### src/rtl/control_reloj_pkg.sv
// Shared types and constants for the digital-clock mode/time-keeping controller.
package control_reloj_pkg;

    localparam int unsigned MODO_W = 3;
    localparam logic [5:0] SEG_MAX = 6'd59;
    localparam logic [5:0] MIN_MAX = 6'd59;

    typedef enum logic [MODO_W-1:0] {
        StRun   = 3'd0,
        StSetH  = 3'd1,
        StSetM  = 3'd2,
        StSetAh = 3'd3,
        StSetAm = 3'd4
    } modo_e;

    // Modular increment: max wraps to zero.
    function automatic logic [5:0] wrap_inc(input logic [5:0] v, input logic [5:0] max);
        return (v >= max) ? 6'd0 : v + 6'd1;
    endfunction

endpackage

### src/rtl/control_reloj_if.sv
// Button/tick inputs and time/alarm/display outputs of the clock controller.
interface control_reloj_if;
    import control_reloj_pkg::*;

    logic              TICK;
    logic              BTN_MODE;
    logic              BTN_UP;
    logic              BTN_ALM;
    logic [5:0]        HORA;
    logic [5:0]        MIN;
    logic [5:0]        SEG;
    logic [5:0]        AHORA;
    logic [5:0]        AMIN;
    logic              ALARM;
    logic              ALM_EN;
    logic              RING;
    logic [MODO_W-1:0] MODO;

    modport master (
        output TICK, BTN_MODE, BTN_UP, BTN_ALM,
        input  HORA, MIN, SEG, AHORA, AMIN, ALARM, ALM_EN, RING, MODO
    );

    modport slave (
        input  TICK, BTN_MODE, BTN_UP, BTN_ALM,
        output HORA, MIN, SEG, AHORA, AMIN, ALARM, ALM_EN, RING, MODO
    );

endinterface

### src/rtl/control_reloj_detector_flanco.sv
// Rising-edge detector for one debounced button level; one-cycle press pulse.
module control_reloj_detector_flanco (
    input  logic CLK,
    input  logic BTN,
    output logic PULSO
);

    logic prev_q;

    // History follows the level even during reset, so a button held through
    // reset is not seen as a press when reset is released.
    always_ff @(posedge CLK) begin
        prev_q <= BTN;
    end

    assign PULSO = BTN & ~prev_q;

endmodule

### src/rtl/control_reloj.sv
// Clock controller: time/alarm registers, set-mode FSM, alarm match and ring timer.
module control_reloj import control_reloj_pkg::*; #(
    parameter int unsigned RING_SECS = 60,
    parameter int unsigned HOURS     = 24
) (
    input  logic           CLK,
    input  logic           RST,
    control_reloj_if.slave bus
);

    localparam int unsigned     CntW    = $clog2(RING_SECS + 1);
    localparam logic [5:0]      HoraMax = 6'(HOURS - 1);
    localparam logic [CntW-1:0] CntLast = CntW'(RING_SECS - 1);

    modo_e           modo_q, modo_d;
    logic [5:0]      hora_q, hora_d, min_q, min_d, seg_q, seg_d;
    logic [5:0]      ahora_q, ahora_d, amin_q, amin_d;
    logic            alm_en_q, alm_en_d, ring_q, ring_d;
    logic [CntW-1:0] cnt_q, cnt_d;

    logic p_mode, p_up, p_alm;
    logic consumido, e_mode, e_up, e_alm, cuenta, match;

    control_reloj_detector_flanco u_det_mode (.CLK(CLK), .BTN(bus.BTN_MODE), .PULSO(p_mode));
    control_reloj_detector_flanco u_det_up   (.CLK(CLK), .BTN(bus.BTN_UP),   .PULSO(p_up));
    control_reloj_detector_flanco u_det_alm  (.CLK(CLK), .BTN(bus.BTN_ALM),  .PULSO(p_alm));

    always_comb begin
        modo_d   = modo_q;
        hora_d   = hora_q;
        min_d    = min_q;
        seg_d    = seg_q;
        ahora_d  = ahora_q;
        amin_d   = amin_q;
        alm_en_d = alm_en_q;
        ring_d   = ring_q;
        cnt_d    = cnt_q;

        // While ringing, any press only silences the alarm.
        consumido = ring_q & (p_mode | p_up | p_alm);
        e_mode    = p_mode & ~ring_q;
        e_up      = p_up & ~ring_q & ~p_mode;
        e_alm     = p_alm & ~ring_q;
        cuenta    = bus.TICK & ((modo_q == StRun) | (modo_q == StSetAh) | (modo_q == StSetAm));

        case (modo_q)
            StRun:   if (e_mode) modo_d = StSetH;
            StSetH:  if (e_mode) modo_d = StSetM;
            StSetM:  if (e_mode) modo_d = StSetAh;
            StSetAh: if (e_mode) modo_d = StSetAm;
            StSetAm: if (e_mode) modo_d = StRun;
            default: modo_d = StRun;
        endcase

        if (cuenta) begin
            seg_d = wrap_inc(seg_q, SEG_MAX);
            if (seg_q == SEG_MAX) begin
                min_d = wrap_inc(min_q, MIN_MAX);
                if (min_q == MIN_MAX) hora_d = wrap_inc(hora_q, HoraMax);
            end
        end

        if (e_up) begin
            case (modo_q)
                StSetH:  hora_d  = wrap_inc(hora_q, HoraMax);
                StSetM:  min_d   = wrap_inc(min_q, MIN_MAX);
                StSetAh: ahora_d = wrap_inc(ahora_q, HoraMax);
                StSetAm: amin_d  = wrap_inc(amin_q, MIN_MAX);
                default: ;
            endcase
        end

        if (e_mode && (modo_q == StRun)) seg_d = '0;

        alm_en_d = alm_en_q ^ e_alm;

        if (consumido || e_alm) begin
            ring_d = 1'b0;
        end else if (ring_q && bus.TICK) begin
            if (cnt_q == CntLast) ring_d = 1'b0;
            else                  cnt_d  = cnt_q + 1'b1;
        end

        // Match is judged on the time as it will be after this edge.
        match = (modo_q == StRun) & bus.TICK & (seg_d == 6'd0) & (hora_d == ahora_q) &
                (min_d == amin_q) & alm_en_d;
        if (match) begin
            ring_d = 1'b1;
            cnt_d  = '0;
        end
    end

    always_ff @(posedge CLK) begin
        if (RST) begin
            modo_q   <= StRun;
            hora_q   <= '0;
            min_q    <= '0;
            seg_q    <= '0;
            ahora_q  <= '0;
            amin_q   <= '0;
            alm_en_q <= 1'b0;
            ring_q   <= 1'b0;
            cnt_q    <= '0;
        end else begin
            modo_q   <= modo_d;
            hora_q   <= hora_d;
            min_q    <= min_d;
            seg_q    <= seg_d;
            ahora_q  <= ahora_d;
            amin_q   <= amin_d;
            alm_en_q <= alm_en_d;
            ring_q   <= ring_d;
            cnt_q    <= cnt_d;
        end
    end

    assign bus.HORA   = hora_q;
    assign bus.MIN    = min_q;
    assign bus.SEG    = seg_q;
    assign bus.AHORA  = ahora_q;
    assign bus.AMIN   = amin_q;
    assign bus.ALM_EN = alm_en_q;
    assign bus.RING   = ring_q;
    assign bus.MODO   = modo_q;
    assign bus.ALARM  = (modo_q == StSetAh) | (modo_q == StSetAm);

endmodule

### src/flat_wrapper.sv
// flat-port wrapper written by rule: the top's interface ports become plain ports
module control_reloj_flat import control_reloj_pkg::*;
#(
    parameter int unsigned RING_SECS = 60,
    parameter int unsigned HOURS     = 24
)
  (CLK, RST, bus_TICK, bus_BTN_MODE, bus_BTN_UP, bus_BTN_ALM, bus_HORA, bus_MIN, bus_SEG, bus_AHORA, bus_AMIN, bus_ALARM, bus_ALM_EN, bus_RING, bus_MODO);
  control_reloj_if bus_i ();
  input  logic CLK;
  input  logic RST;
  input wire logic [$bits(bus_i.TICK)-1:0] bus_TICK;
  input wire logic [$bits(bus_i.BTN_MODE)-1:0] bus_BTN_MODE;
  input wire logic [$bits(bus_i.BTN_UP)-1:0] bus_BTN_UP;
  input wire logic [$bits(bus_i.BTN_ALM)-1:0] bus_BTN_ALM;
  output wire logic [$bits(bus_i.HORA)-1:0] bus_HORA;
  output wire logic [$bits(bus_i.MIN)-1:0] bus_MIN;
  output wire logic [$bits(bus_i.SEG)-1:0] bus_SEG;
  output wire logic [$bits(bus_i.AHORA)-1:0] bus_AHORA;
  output wire logic [$bits(bus_i.AMIN)-1:0] bus_AMIN;
  output wire logic [$bits(bus_i.ALARM)-1:0] bus_ALARM;
  output wire logic [$bits(bus_i.ALM_EN)-1:0] bus_ALM_EN;
  output wire logic [$bits(bus_i.RING)-1:0] bus_RING;
  output wire logic [$bits(bus_i.MODO)-1:0] bus_MODO;
  assign bus_i.TICK = bus_TICK;
  assign bus_i.BTN_MODE = bus_BTN_MODE;
  assign bus_i.BTN_UP = bus_BTN_UP;
  assign bus_i.BTN_ALM = bus_BTN_ALM;
  assign bus_HORA = bus_i.HORA;
  assign bus_MIN = bus_i.MIN;
  assign bus_SEG = bus_i.SEG;
  assign bus_AHORA = bus_i.AHORA;
  assign bus_AMIN = bus_i.AMIN;
  assign bus_ALARM = bus_i.ALARM;
  assign bus_ALM_EN = bus_i.ALM_EN;
  assign bus_RING = bus_i.RING;
  assign bus_MODO = bus_i.MODO;
  control_reloj #(.RING_SECS(RING_SECS), .HOURS(HOURS)) u_core (.CLK(CLK), .RST(RST), .bus(bus_i));
endmodule
### config.mk
export PLATFORM = sky130hd
export DESIGN_NAME = control_reloj_flat
export DESIGN_NICKNAME = d
export VERILOG_FILES = /design/src/rtl/control_reloj_pkg.sv /design/src/rtl/control_reloj_if.sv /design/src/rtl/control_reloj_detector_flanco.sv /design/src/rtl/control_reloj.sv /design/src/flat_wrapper.sv
export SDC_FILE = /design/constraint.sdc
export NUM_CORES = 1
export LEC_CHECK = 0
export ABC_CLOCK_PERIOD_IN_PS = 4530
export CAP_MARGIN = 20
export CORE_UTILIZATION = 54
export DETAILED_ROUTE_END_ITERATION = 10
export GPL_TIMING_DRIVEN = 0
export PLACE_DENSITY = 0.76
export RECOVER_POWER = 100
export SLEW_MARGIN = 10
export SYNTH_ARGS = -nofsm -noshare
export SYNTH_HDL_FRONTEND = slang
export SYNTH_SLANG_ARGS = --single-unit
export TNS_END_PERCENT = 20
### constraint.sdc
create_clock -name CLK -period 4.53 [get_ports CLK]
set_input_delay 1.1325 -clock CLK [delete_from_list [all_inputs] [get_ports CLK]]
set_output_delay 1.1325 -clock CLK [all_outputs]
set_load 0.02 [all_outputs]
# == Word level (Yosys, flattened, before mapping) ==
# Index checks and enable logic that the tools add are counted.
# word_totals
register_bits,44
inputBits,6
output_inout_bits,36
# classes
addsub,6
bitwise_logic,27
eq_ne,14
order_cmp,5
n_reduce_logical,13
n_mux,26
# ops
cell,count
2-to-1 mux 6 bit,16
adder 6 x 1 -> 6 bit (second input constant),6
equality test 6 bit (second input constant),3
greater-or-equal comparator 6 bit (second input constant),3
2-to-1 mux 3 bit,5
case mux 3 bit (5 select lines),1
bitwise AND 1 bit,14
equality test 6 bit,2
greater-or-equal comparator 6 x 5 -> 1 bit (second input constant),2
!= test 2 x 1 -> 1 bit (second input constant),5
inverter 1 bit,7
equality test 3 x 2 -> 1 bit (second input constant),2
zero test 6 bit,1
AND reduction 2 bit,3
nonzero test 3 bit,2
OR 1 bit,5
AND reduction 5 bit,1
2-to-1 mux 1 bit,4
equality test 3 x 1 -> 1 bit (second input constant),1
equality test 3 bit (second input constant),1
zero test 3 bit,1
AND reduction 3 bit,1
logical AND 1 bit,2
OR reduction 2 bit,1
other kinds (2),2

# == Depth between registers and ports, before layout ==
# Gate-level depths: netlist of run 1.
# depth
word_depth,13
ltp_mapped,11
mapped_depth_nobuf,9

# == Modules after synthesis ==
# A second synthesis of run 1 with hierarchy kept.
# unflattened
cells_unflattened,310
hier_area_um2,2623.8
# modules_own_cells
module,area_each_um2,cells_each,instances,seq_area_each_um2
control_reloj,2522.4,304,1,820.8
control_reloj_detector_flanco,33.8,2,3,20.0

# == Worst setup path after synthesis of run 1 ==
# OpenSTA, ideal clock, no wires.
# synth_path
kind,input -> register
start,input port bus_TICK
end,register u_core.cnt_q[0]
arrival_ps,3564
t_required_ps,4399
path_slack_ps,835
cell_stages,10
path_cell_list,clkbuf_1 > inv_1 > a21oi_4 > a21o_1 > buf_4 > mux2i_1 > or4_1 > or4_4 > o41ai_4 > nor2_1
# synth_via
elab_chain_cells,9
word_cells_on_any_way,20
classes_between,2 x eq/ne; 8 x mux; 6 x bitwise; 4 x reduce/logical
# synth_lines
element,line_no,text
from (decl),flat_wrapper.sv:11,input wire logic [$bits(bus_i.TICK)-1:0] bus_TICK;
bitwise AND 1 bit,control_reloj.sv:44,cuenta = bus.TICK & ((modo_q == StRun) | (modo_q == StSetAh) | (modo_q == StSetAm));
2-to-1 mux 6 bit,control_reloj.sv:55,if (cuenta) begin
"2-to-1 mux 6 bit, on equally long branches","control_reloj.sv:64, control_reloj.sv:73",
2-to-1 mux 6 bit / zero test 6 bit (equally long branches),"control_reloj.sv:63, control_reloj.sv:85",
equality test 6 bit / bitwise AND 1 bit (equally long branches),control_reloj.sv:85,match = (modo_q == StRun) & bus.TICK & (seg_d == 6'd0) & (hora_d == ahora_q) &
bitwise AND 1 bit (2 in a row),control_reloj.sv:85,
bitwise AND 1 bit,control_reloj.sv:86,(min_d == amin_q) & alm_en_d;
OR reduction 2 bit (no line),--,
to (signal assigned),control_reloj.sv:113,cnt_q <= cnt_d;
to (decl),control_reloj.sv:19,"logic [CntW-1:0] cnt_q, cnt_d;"
# Several ways; a longest one is shown, not always the timed one.
# A chain may end at the register's enable or synchronous reset.

# == Worst setup path after layout of run 1 ==
# layout_path
start,input port bus_BTN_MODE
end,register u_core.cnt_q[5]
# layout_via
elab_chain_cells,10
word_cells_on_any_way,22
classes_between,2 x eq/ne; 3 x mux; 12 x bitwise; 5 x reduce/logical
# layout_lines
element,line_no,text
from (decl),flat_wrapper.sv:12,input wire logic [$bits(bus_i.BTN_MODE)-1:0] bus_BTN_MODE;
bitwise AND 1 bit (*),control_reloj_detector_flanco.sv:16,assign PULSO = BTN & ~prev_q;
bitwise AND 1 bit,control_reloj.sv:41,e_mode = p_mode & ~ring_q;
logical AND 1 bit,control_reloj.sv:73,if (e_mode && (modo_q == StRun)) seg_d = '0;
2-to-1 mux 6 bit,control_reloj.sv:73,
zero test 6 bit,control_reloj.sv:85,
bitwise AND 1 bit (3 in a row),control_reloj.sv:85,
bitwise AND 1 bit,control_reloj.sv:86,
OR reduction 2 bit (no line),--,
# Mark *: on every way between the ends. The rest lies on a longest branch, timed or not.

==> results of run 1 <==
-- cell usage after synthesis, types with 2 or more instances --
cell / count / area share, %
nand3_1: 14 / 2.6
a21o_1: 4 / 1.1
clkbuf_1: 8 / 1.1
a22oi_1: 4 / 1.1
a2111o_1: 2 / 0.85
a31oi_1: 3 / 0.71
mux2i_1: 7 / 2.6
nand2b_1: 6 / 1.4
a221oi_1: 2 / 0.66
and4_1: 3 / 0.99
nor3b_1: 2 / 0.57
a211o_1: 2 / 0.66
ha_1: 7 / 3.3
and2_1: 6 / 1.4
nor2b_1: 8 / 1.9
dfxtp_1: 44 / 33
or3_1: 3 / 0.71
o21ai_0: 18 / 3.4
nor2_1: 48 / 6.8
o2111ai_1: 5 / 1.7
xor2_1: 6 / 2.0
o21a_1: 2 / 0.57
xnor2_1: 13 / 4.3
buf_4: 2 / 0.57
nand2_1: 21 / 3.0
and3_1: 8 / 1.9
inv_1: 10 / 1.4
o211ai_1: 4 / 1.1
a21oi_1: 20 / 3.8
nand4_1: 6 / 1.4
nand3b_1: 3 / 0.85
nor3_1: 8 / 1.5
nor4_1: 3 / 0.71
-- state kept, by name (all words and copies together), names as in the netlist, 3 cells and up --
signal and count:
u_core.bus.SEG 6, u_core.bus.MIN 6, u_core.bus.AHORA 6, u_core.bus.HORA 6, u_core.cnt_q 6, u_core.bus.MODO 3
u_core.bus.AMIN 6
-- critical path, delay by kind of cell --
kind,cells,cell delay (ns)
AOI/OAI and AO/OA,2,0.76
buffers and inverters,1,0.57
and+or+nand+nor,6,1.86
-- metrics by stage --
step	instances	cell area [um^2]	setup slack, ns	hold slack [ns]	util [%]
floorplan	328	2645	0.8350	0.4794	-
detailed placement	435	3129	0.1755	0.5096	66.25
finish	443	3247	0.3649	0.5203	68.74
CTS	443	3256	0.4857	0.5296	68.93
global placement	435	3129	0.1941	0.4975	66.25
global route	443	3247	0.2230	0.5687	68.74
-- final cells by class --
class | instances | area, um^2
plain buffers | 12 | 61.31
flip-flops and latches | 44 | 880.8
repair buffers | 40 | 400.4
clock buffers | 7 | 96.34
well taps | 67 | 83.83
clock inverters | 1 | 30.03
multi-input cells | 262 | 1657
fillers | 406 | 1476
inverters | 10 | 37.54
-- per-layer routing --
metal / GRT usage, % / vias up / share of wire [%]
li1: - / 1287 / -
met1: 36.56 / 1217 / 47
met2: 40.57 / 63 / 47
met3: 4.722 / 7 / 5.1
met4: 9.586 / 0 / 1.2
met5: 0 / - / 0
-- worst max-delay path by stage --
stage	endpoint	cells past startpoint	slack (ns)	startpoint
floorplan	u_core.cnt_q[0]	10	0.83	bus_TICK
global placement	u_core.cnt_q[0]	9	0.19	bus_BTN_MODE
detailed placement	u_core.cnt_q[5]	9	0.18	bus_BTN_MODE
CTS	u_core.cnt_q[4]	9	0.49	bus_BTN_MODE
global route	u_core.cnt_q[4]	9	0.22	bus_BTN_MODE
finish	u_core.cnt_q[5]	9	0.36	bus_BTN_MODE
-- cells by family after synthesis --
group | after synthesis | share of synthesized area, %
AO/OA/AOI/OAI | 79 | 20.91
XOR/XNOR | 19 | 6.291
adder cells (fa/ha/maj) | 8 | 3.690
buffers and inverters | 22 | 3.737
flip-flops | 44 | 33.30
multiplexers | 7 | 2.649
AND/OR/NAND/NOR | 149 | 29.42
-- report_power, final --
part	switching, mW	internal, mW	leakage (nW)	total, mW
combinational	0.0537	0.0367	0.894	0.0904
clock	0.132	0.195	0.0645	0.327
sequential	0.00846	0.393	0.356	0.402
total	0.195	0.625	1.31	0.819
==> impl_metrics.py, run 1 <==
metrics = {
    "run_status": {
        "status": "complete, no violations",
    },
    "power": {
        "peakVddDrop_mv": 0.1743,
        "power_density_nw_per_um2": 252.3,
        "leakage_nw": 1.315,
        "total_power_mw": 0.8192,
    },
    "cts": {
        "clock-sinks": 44,
        "clk_pin_slew_worst_paths_ns": 0.08,
        "insertion_delay_ns": 0.30,
        "cts_setup_buffers": 0,
        "clockRootBuffer": "clkbuf_8",
        "cts.repair.resized": 0,
        "holdBufCountCts": 0,
        "cts_tree": "built",
        "cts_buffers": 5,
        "cts_buffer_depth": 2,
        "cts-htree-levels": 2,
    },
    "routing": {
        "viasPerCell": 5.810,
        "wl_per_cell_um": 14.59,
        "num_vias": 2574,
        "route.detailed.drc": 0,
        "drtPass1Iterations": 4,
        "finalWirelength_um": 6463,
        "drtIter0Drc": 208,
        "ant_nets": 0,
    },
    "synthesis": {
        "ys.flop_type": "dfxtp_1",
        "syn_area_um2": 2645,
        "synthCells": 328,
        "synth_edf_count": 0,
        "async_flop_share_pct": 0,
        "synth-seq-cells": 44,
        "synth_nets": 341,
        "ys_seq_area_share_pct": 33.30,
        "ys_types": 59,
        "syn_area_per_cell_um2": 8.064,
        "synth.yosys.warnings": 0,
    },
    "die": {
        "io_pins": 42,
        "die_w_um": 71.99,
        "core_um2": 4723,
        "die_y_um": 71.99,
        "dieArea_um2": 5182,
        "rows": 25,
        "initial_core_util_pct": 56.00,
    },
    "global_route": {
        "grt_pass1_vias": 2284,
        "grt_pass1_wl_um": 10720,
        "overflow": 0,
        "grt_max_degree": 14,
        "grt_usage_pct": 26.17,
        "antenna_found_initial": 0,
    },
    "finish": {
        "area_growth_syn_to_layout_pct": 22.75,
        "antenna_cells": 0,
        "final_net_count": 388,
        "drive_above_1_share_pct": 5.319,
        "final_cell_mix": "48 x nor2_1, 44 x dfxtp_1, 40 x dlygate4sd3_1, 21 x nand2_1, 20 x a21oi_1",
        "final_common_cell": "nor2_1",
    },
    "setup_path": {
        "cp_max_fo": 6,
        "path_common_cell": "or4_1",
        "r2r-start": "u_core.bus.SEG[0]",
        "cpPeakStageDelay_ns": 0.61,
        "r2r_slack_ns": 0.73,
        "crit_arrival_ns": 4.34,
        "start_kind": "primary input",
        "rr_endpoint": "u_core.cnt_q[5]",
        "endpoint_kind": "flip-flop",
        "cp_slowest_cell": "or4_1",
        "path_class": "in2reg",
        "worst-r2r-cell-count": 9,
        "required_ns": 4.70,
        "path_cells": "dlygate4sd3_1, nor2b_1, or3_1, o21ai_0, nor3_1, or4_1, or4_1, o41ai_4, nor2_1",
    },
    "placement": {
        "hpwl_um": 4905,
        "gp_congestion": 0.8734,
        "portBuffers": 40,
    },
    "timing": {
        "skew_ns": 0.006561,
        "fmax_mhz": 240.1,
        "slew_violations": 0,
        "setup_total_negative_slack_ns": 0,
        "min_period_over_period_pct": 91.95,
        "finalSetupViolCount": 0,
        "hold_violations": 0,
        "rsz0062_at_grt": "no",
        "min_period_ns": 4.165,
        "slew_headroom_pct": 58.81,
        "tightest_slew_ns": 0.6179,
    },
    "min_path": {
        "hp-start": "u_core.cnt_q[4]",
        "whs_path_depth": 2,
        "worstHoldEndpoint": "u_core.cnt_q[4]",
        "min_path_type": "reg2reg",
    },
    "flow_run": {
        "maxCapViolCount": 0,
    },
}
No activity file was read; power rests on OpenSTA's default activity.
==> run 2: changes to the inputs <==
--- a/config.mk
+++ b/config.mk
@@ -10,6 +10,7 @@
 export CORE_UTILIZATION = 54
 export DETAILED_ROUTE_END_ITERATION = 10
 export GPL_TIMING_DRIVEN = 0
+export HOLD_SLACK_MARGIN = 0.08
 export PLACE_DENSITY = 0.76
 export RECOVER_POWER = 100
 export SLEW_MARGIN = 10
==> results of run 2 <==
No change in the layout: final DEF, timing and power equal those of run 1.
